### src/rtl/text_pixel_pipeline_if.sv
// Memory-side bus of the text renderer: VRAM character fetch and font ROM
// glyph fetch. Both memories are synchronous-read with one cycle of latency.
interface text_pixel_pipeline_if #(
  parameter int VRAM_AW = 10
);
  logic [VRAM_AW-1:0] vram_addr;
  logic [31:0]        vram_rdata;
  logic [10:0]        font_addr;
  logic [7:0]         font_data;

  modport master (
    output vram_addr,
    output font_addr,
    input  vram_rdata,
    input  font_data
  );

  modport slave (
    input  vram_addr,
    input  font_addr,
    output vram_rdata,
    output font_data
  );
endinterface

### src/rtl/text_pixel_pipeline.sv
// Text-mode pixel renderer: drawX/drawY -> character cell -> VRAM byte ->
// font row -> 4-bit RGB. Three register stages; syncs and vde ride along so
// they leave aligned with the colour. Colours and cursor blink phase change
// only at frame start (vsync falling edge) to avoid tearing.
module text_pixel_pipeline #(
  parameter int COLS         = 80,
  parameter int ROWS         = 30,
  parameter int GLYPH_W      = 8,
  parameter int GLYPH_H      = 16,
  parameter int VRAM_AW      = 10,
  parameter int BLINK_FRAMES = 30
) (
  input  logic        pixel_clk,
  input  logic        arstn,
  input  logic [9:0]  drawX,
  input  logic [9:0]  drawY,
  input  logic        hsync_i,
  input  logic        vsync_i,
  input  logic        vde_i,
  input  logic [31:0] ctrl_reg,
  input  logic        cursor_en,
  input  logic [11:0] cursor_pos,
  text_pixel_pipeline_if.master mem,
  output logic [3:0]  red,
  output logic [3:0]  green,
  output logic [3:0]  blue,
  output logic        hsync_o,
  output logic        vsync_o,
  output logic        vde_o
);

  localparam int XSH = $clog2(GLYPH_W);
  localparam int YSH = $clog2(GLYPH_H);
  localparam int CW  = $clog2(BLINK_FRAMES);
  localparam logic [11:0]   COLS_L  = 12'(COLS);
  localparam logic [11:0]   CELLS_L = 12'(COLS * ROWS);
  localparam logic [CW-1:0] LAST_FR = CW'(BLINK_FRAMES - 1);

  // ---------------- stage S0: cell index and VRAM address ----------------
  logic [11:0] cell_x, cell_y, idx_s0;
  logic        hit_s0;

  assign cell_x = 12'(drawX >> XSH);
  assign cell_y = 12'(drawY >> YSH);
  assign idx_s0 = cell_y * COLS_L + cell_x;
  // Out-of-range drawX/drawY only happen with vde_i low, so wrap is harmless.
  assign mem.vram_addr = idx_s0[VRAM_AW+1:2];
  // A cursor position past the last cell must never light a cell.
  assign hit_s0 = (idx_s0 == cursor_pos) && (cursor_pos < CELLS_L);

  logic [1:0]     sel_p0_q;
  logic [YSH-1:0] row_p0_q;
  logic [XSH-1:0] col_p0_q;
  logic           hs_p0_q, vs_p0_q, vld_p0_q, hit_p0_q;

  // S0 -> S1 pipeline register
  always_ff @(posedge pixel_clk) begin
    if (!arstn) begin
      sel_p0_q <= '0;
      row_p0_q <= '0;
      col_p0_q <= '0;
      hs_p0_q  <= 1'b1;
      vs_p0_q  <= 1'b1;
      vld_p0_q <= 1'b0;
      hit_p0_q <= 1'b0;
    end else begin
      sel_p0_q <= idx_s0[1:0];
      row_p0_q <= drawY[YSH-1:0];
      col_p0_q <= drawX[XSH-1:0];
      hs_p0_q  <= hsync_i;
      vs_p0_q  <= vsync_i;
      vld_p0_q <= vde_i;
      hit_p0_q <= hit_s0;
    end
  end

  // ---------------- stage S1: character byte and font address ------------
  logic [7:0] byte_s1;

  assign byte_s1       = mem.vram_rdata[{sel_p0_q, 3'b000} +: 8];
  assign mem.font_addr = {byte_s1[6:0], row_p0_q};

  logic           inv_p1_q, hit_p1_q;
  logic [XSH-1:0] col_p1_q;
  logic           hs_p1_q, vs_p1_q, vld_p1_q;

  // S1 -> S2 pipeline register
  always_ff @(posedge pixel_clk) begin
    if (!arstn) begin
      inv_p1_q <= 1'b0;
      hit_p1_q <= 1'b0;
      col_p1_q <= '0;
      hs_p1_q  <= 1'b1;
      vs_p1_q  <= 1'b1;
      vld_p1_q <= 1'b0;
    end else begin
      inv_p1_q <= byte_s1[7];
      hit_p1_q <= hit_p0_q;
      col_p1_q <= col_p0_q;
      hs_p1_q  <= hs_p0_q;
      vs_p1_q  <= vs_p0_q;
      vld_p1_q <= vld_p0_q;
    end
  end

  // ---------------- frame-rate state: colours and blink ------------------
  logic          vs_prev_q;
  logic [11:0]   fg_q, fg_d, bg_q, bg_d;
  logic [CW-1:0] frame_cnt_q, frame_cnt_d;
  logic          blink_q, blink_d;
  logic          frame_start;

  assign frame_start = vs_prev_q & ~vsync_i;

  // Next-state of latched colours and blink counter, updated only at frame start
  always_comb begin
    fg_d        = fg_q;
    bg_d        = bg_q;
    frame_cnt_d = frame_cnt_q;
    blink_d     = blink_q;
    if (frame_start) begin
      fg_d = ctrl_reg[24:13];
      bg_d = ctrl_reg[12:1];
      if (frame_cnt_q == LAST_FR) begin
        frame_cnt_d = '0;
        blink_d     = ~blink_q;
      end else begin
        frame_cnt_d = frame_cnt_q + 1'b1;
      end
    end
  end

  // Frame-rate state register; colours read black on black until first frame
  always_ff @(posedge pixel_clk) begin
    if (!arstn) begin
      vs_prev_q   <= 1'b0;
      fg_q        <= '0;
      bg_q        <= '0;
      frame_cnt_q <= '0;
      blink_q     <= 1'b0;
    end else begin
      vs_prev_q   <= vsync_i;
      fg_q        <= fg_d;
      bg_q        <= bg_d;
      frame_cnt_q <= frame_cnt_d;
      blink_q     <= blink_d;
    end
  end

  // ---------------- stage S2: pixel select and colour --------------------
  logic        pix_s2, inv_s2;
  logic [11:0] rgb_d;

  // Pick the glyph bit, apply invert/cursor, blank outside the visible area
  always_comb begin
    rgb_d  = 12'h000;
    pix_s2 = mem.font_data[XSH'(GLYPH_W - 1) - col_p1_q];
    inv_s2 = inv_p1_q ^ (cursor_en & hit_p1_q & blink_q);
    if (vld_p1_q) rgb_d = (pix_s2 ^ inv_s2) ? fg_q : bg_q;
  end

  // S2 -> output register
  always_ff @(posedge pixel_clk) begin
    if (!arstn) begin
      red     <= '0;
      green   <= '0;
      blue    <= '0;
      hsync_o <= 1'b1;
      vsync_o <= 1'b1;
      vde_o   <= 1'b0;
    end else begin
      red     <= rgb_d[11:8];
      green   <= rgb_d[7:4];
      blue    <= rgb_d[3:0];
      hsync_o <= hs_p1_q;
      vsync_o <= vs_p1_q;
      vde_o   <= vld_p1_q;
    end
  end

  // Control-register bits outside the colour fields carry other functions.
  logic unused_ctrl;
  assign unused_ctrl = ^{ctrl_reg[31:25], ctrl_reg[0]};

endmodule
### src/flat_wrapper.sv
// flat-port wrapper written by rule: the top's interface ports become plain ports
module text_pixel_pipeline_flat 
#(
  parameter int COLS         = 80,
  parameter int ROWS         = 30,
  parameter int GLYPH_W      = 8,
  parameter int GLYPH_H      = 16,
  parameter int VRAM_AW      = 10,
  parameter int BLINK_FRAMES = 30
)
  (pixel_clk, arstn, drawX, drawY, hsync_i, vsync_i, vde_i, ctrl_reg, cursor_en, cursor_pos, red, green, blue, hsync_o, vsync_o, vde_o, mem_vram_addr, mem_font_addr, mem_vram_rdata, mem_font_data);
  text_pixel_pipeline_if #(.VRAM_AW(VRAM_AW)) mem_i ();
  input  logic pixel_clk;
  input  logic arstn;
  input  logic [9:0] drawX;
  input  logic [9:0] drawY;
  input  logic hsync_i;
  input  logic vsync_i;
  input  logic vde_i;
  input  logic [31:0] ctrl_reg;
  input  logic cursor_en;
  input  logic [11:0] cursor_pos;
  output logic [3:0] red;
  output logic [3:0] green;
  output logic [3:0] blue;
  output logic hsync_o;
  output logic vsync_o;
  output logic vde_o;
  output wire logic [$bits(mem_i.vram_addr)-1:0] mem_vram_addr;
  output wire logic [$bits(mem_i.font_addr)-1:0] mem_font_addr;
  input wire logic [$bits(mem_i.vram_rdata)-1:0] mem_vram_rdata;
  input wire logic [$bits(mem_i.font_data)-1:0] mem_font_data;
  assign mem_vram_addr = mem_i.vram_addr;
  assign mem_font_addr = mem_i.font_addr;
  assign mem_i.vram_rdata = mem_vram_rdata;
  assign mem_i.font_data = mem_font_data;
  text_pixel_pipeline #(.COLS(COLS), .ROWS(ROWS), .GLYPH_W(GLYPH_W), .GLYPH_H(GLYPH_H), .VRAM_AW(VRAM_AW), .BLINK_FRAMES(BLINK_FRAMES)) u_core (.pixel_clk(pixel_clk), .arstn(arstn), .drawX(drawX), .drawY(drawY), .hsync_i(hsync_i), .vsync_i(vsync_i), .vde_i(vde_i), .ctrl_reg(ctrl_reg), .cursor_en(cursor_en), .cursor_pos(cursor_pos), .mem(mem_i), .red(red), .green(green), .blue(blue), .hsync_o(hsync_o), .vsync_o(vsync_o), .vde_o(vde_o));
endmodule
### config.mk
export PLATFORM = sky130hd
export DESIGN_NAME = text_pixel_pipeline_flat
export DESIGN_NICKNAME = d
export VERILOG_FILES = /design/src/rtl/text_pixel_pipeline_if.sv /design/src/rtl/text_pixel_pipeline.sv /design/src/flat_wrapper.sv
export SDC_FILE = /design/constraint.sdc
export NUM_CORES = 1
export LEC_CHECK = 0
export BUFFER_PORTS_ARGS = -buffer_cell sky130_fd_sc_hd__buf_2
export CAP_MARGIN = 20
export CORE_MARGIN = 2
export CORE_UTILIZATION = 51
export DETAILED_ROUTE_END_ITERATION = 12
export GPL_TIMING_DRIVEN = 0
export PLACE_DENSITY = 0.93
export SETUP_SLACK_MARGIN = 0.02
export SLEW_MARGIN = 25
export SYNTH_ARGS = -nofsm -noshare
export SYNTH_HDL_FRONTEND = slang
export SYNTH_SLANG_ARGS = --single-unit
### constraint.sdc
create_clock -name pixel_clk -period 7.3 [get_ports pixel_clk]
set_input_delay 0.73 -clock pixel_clk [delete_from_list [all_inputs] [get_ports pixel_clk]]
set_output_delay 0.73 -clock pixel_clk [all_outputs]
set_load 0.01 [all_outputs]
==> key figures <==
Die
  – I/O pins: 146
  – Row count: 28
  – Die Y: 83.1 um
  – Die Area: 6900 um^2
  – Starting density of the core: roughly 53%
  – Chip Width: 83.1 um
  – CORE AREA: about 6000 um^2

Clock tree
  – Post-CTS Hold Fix Bufs: 0
  – TritonCTS clock tree: done
  – Clock tree buffer depth: 2
  – CTS Sinks: 67
  – H-tree levels: 3
  – Post-cts resize count: 0
  – TritonCTS Buffers: 9
  – Root Driver: clkbuf_8
  – Clock-pin slew on the worst setup and hold paths: about 0.070 ns
  – Post-CTS Repair Setup Buffers: 0
  – Clk Latency, worst-skew pair: 0.35 ns

Hold path
  – Hold wc startpoint: u_core.hs_p0_q
  – Hold Path Depth: 1
  – Hold Path Sink: u_core.hs_p1_q
  – Hold/Removal Path Class: reg -> reg

Critical path
  – Crit Path Max Fanout: 4
  – Worst R2R Path Depth: 6
  – Crit Reg-Reg Endpoint: u_core.red[0]
  – Worst Path Arrival: roughly 3.0 ns
  – CP required: 6.57 ns
  – Startpoint types: primary input
  – RR Startpoint: u_core.col_p1_q[0]
  – R2R setup slack: around 5.2 ns
  – Crit end category: primary output
  – Crit Path Category: in -> out

Place
  – Post-DP HPWL: around 6200 um
  – IO Port Bufs: 137
  – Pre-CTS setup slack: 3.62 ns
  – Final GP Congestion: between 0.8 and 0.9

Global route
  – Overall Global Routing Usage: 23.2%
  – Met3 GRT Util: 7.75%
  – Met1 GRT Util: 25.4%
  – Antenna violations before repair: 0
  – Pin count of the biggest net entering global routing: 14
  – Vias in the first global route: 2877
  – Top Usage Layer GRT: met2
  – GRT overflow: 0
  – First-pass GRT wire length: 12700 um
  – M2 GR Usage: 40.5%

Synthesis
  – Mapped cell area: 3190 um^2
  – Synthesized area per cell: 10.1 um^2
  – Syn nets: 441
  – Cell count after synthesis: approximately 320
  – Post-synthesis sequential area ratio: a little over two fifths
  – Seq cells post-synth: 67
  – Synthesis Warnings: 0
  – Synth cell types: 40

Drt
  – Drt total wl: 7740 um
  – DR iter-0 viols: 128
  – Initial DRT Pass Iterations: 4
  – Via count: approximately 2800
  – Antenna-violating nets left: 0
  – Vias per std cell: slightly above 5
  – Remaining DRCs: 0
  – WL per Instance: approximately 14 um

Cells and area
  – Share of cells above drive strength 1: 38.4%
  – Final net count: just under 600
  – Area Overhead vs Synth: 30.7%
  – Antenna Cells: 0

Timing
  – Final slew viol count: 0
  – Measured slew at the worst slew-check pin: about 0.6 ns
  – Endpoints failing setup: 0
  – F_max: roughly 0.27 GHz
  – Clock period minus worst slack: 3.71 ns
  – Hold_ws: between 0.4 and 0.5 ns
  – RSZ-0062 raised after global routing: no
  – Final worst setup slack: 3.59 ns
  – Setup TNS after final layout: 0 ns
  – Fin crit share: 50.8%
  – Final Skew: 0.00815 ns
  – Slew margin rel.: 60.0%
  – Fin. Hold Viols: 0

Power
  – NetSw: 0.233 mW
  – Total leakage power: about 1.9 nW
  – Comb power frac: 20.9%
  – Power per standard cell area: between 200 and 250 nW/um^2
  – Sequential share of power: 44.1%
  – Clock Power Share: 35.0%
  – Internal power: 0.632 mW
  – Power, Total: around 0.87 mW
  – Peak VDD IR: 143 uV
  – Switch share: 27.0%

Run status
  – Status: finished, final reports clean

Flow run
  – Max-cap violation count: 0
==> sequential cells by signal, summed over array words and instances (netlist names), 2 cells and up <==
signal	flops
u_core.red	4
u_core.col_p1_q	3
u_core.row_p0_q	4
u_core.frame_cnt_q	5
u_core.blue	4
u_core.sel_p0_q	2
u_core.fg_q	12
u_core.bg_q	12
u_core.col_p0_q	3
u_core.green	4
==> synthesized netlist by cell type <==
library cell	count	area [um^2]
a21o_1	1	7.51
xor2_1	9	78.8
inv_1	9	33.8
a211oi_1	2	15.0
buf_4	9	67.6
and3b_1	1	8.76
xnor3_1	3	67.6
a311oi_1	1	8.76
and3_1	3	18.8
and4_1	1	8.76
o2111ai_1	1	8.76
mux2i_1	13	130
a2111oi_4	1	27.5
nand2_1	53	199
a21oi_1	3	15.0
or3_1	1	6.26
or4b_4	1	13.8
xnor2_1	10	87.6
nor2b_1	1	6.26
mux4_2	10	225
o211ai_1	2	15.0
a211oi_2	1	12.5
nor3_1	2	10.0
buf_1	2	7.51
nand4_1	1	6.26
clkbuf_1	12	45.0
ha_1	13	163
o21bai_2	1	11.3
xnor2_2	1	16.3
xnor3_2	1	23.8
a21bo_2	1	10.0
nor2_1	20	75.1
nand2b_1	9	56.3
o21ai_0	1	5.00
and2_1	18	113
a21boi_0	24	180
dfxtp_1	67	1340
fa_1	2	40.0
nand3_1	4	20.0
buf_2	1	5.00
==> layout by cell type (no fill, tap or decap), types with 2 or more instances in the layout <==
master	instances
buf_1	2
clkbuf_8	9
o211ai_1	2
xor2_1	9
and3_1	3
nor3_1	2
buf_4	9
nand2_1	53
buf_2	138
clkinv_4	2
nand2b_1	9
xnor2_1	10
a21boi_0	24
dfxtp_1	67
nand3_1	4
clkinvlp_4	2
ha_1	13
xnor3_1	3
mux4_2	10
and2_1	18
inv_1	9
a21oi_1	3
fa_1	2
a211oi_1	2
nor2_1	20
clkbuf_1	12
mux2i_1	13
==> logic make-up after synthesis <==
kind of cell    after synthesis  share of synthesized area, %
compound gates               39                          9.92
simple gates                115                          17.0
fa+ha+maj                    15                          6.35
flops                        67                          42.0
buf+inv                      33                          4.98
xor+xnor                     24                          8.59
mux                          23                          11.1
==> worst max-delay path by stage <==
stage	endpoint	from	depth (start not counted)
final	mem_vram_addr[9]	drawY[5]	9
after global routing	mem_vram_addr[9]	drawY[5]	9
after CTS	mem_vram_addr[9]	drawY[5]	9
after detailed placement	mem_vram_addr[9]	drawY[5]	9
after global placement	mem_vram_addr[9]	drawY[5]	9
after floorplan	mem_vram_addr[9]	drawY[5]	7
==> critical path, cell delays in order <==
cell	delay, ns
buf_2	0.12
ha_1	0.29
ha_1	0.23
fa_1	0.61
o211ai_1	0.15
nor3_1	0.28
a311oi_1	0.16
nand2b_1	0.22
buf_2	0.17
==> power by group through the flow <==
stage / Combinational, mW / Sequential, mW / Clock, mW
2_1_floorplan: 0.115 / 0.390 / 0
3_3_place_gp: 0.172 / 0.389 / 0
3_5_place_dp: 0.180 / 0.390 / 0
4_1_cts: 0.182 / 0.381 / 0.307
5_1_grt: 0.196 / 0.383 / 0.327
6_report: 0.181 / 0.381 / 0.303
==> stage by stage <==
stage | cells | utilization (%) | instance area (um^2)
global placement | 528 | 66.3 | 3970
CTS | 544 | 69.6 | 4170
finish | 544 | 69.6 | 4170
detailed placement | 528 | 66.3 | 3970
global route | 544 | 69.6 | 4170
floorplan | 316 | - | 3190
==> per-layer routing <==
| layer | up-vias | part of all wire (%) |
|---|---|---|
| li1 | 1348 | - |
| met1 | 1294 | 38 |
| met2 | 107 | 52 |
| met3 | 15 | 7.3 |
| met4 | 0 | 2.2 |
| met5 | - | 0 |
==> final cells by class <==
type / instances / area (um^2)
Sequential cell: 67 / 1340
Fill cell: 470 / 1820
Timing Repair Buffer: 137 / 686
Clock buffer: 9 / 124
Inverter: 9 / 33.8
Clock inverter: 7 / 76.3
Multi-Input combinational cell: 216 / 1690
Buffer: 24 / 125
Tap cell: 75 / 93.8
Power figures use the tool's default switching activity.
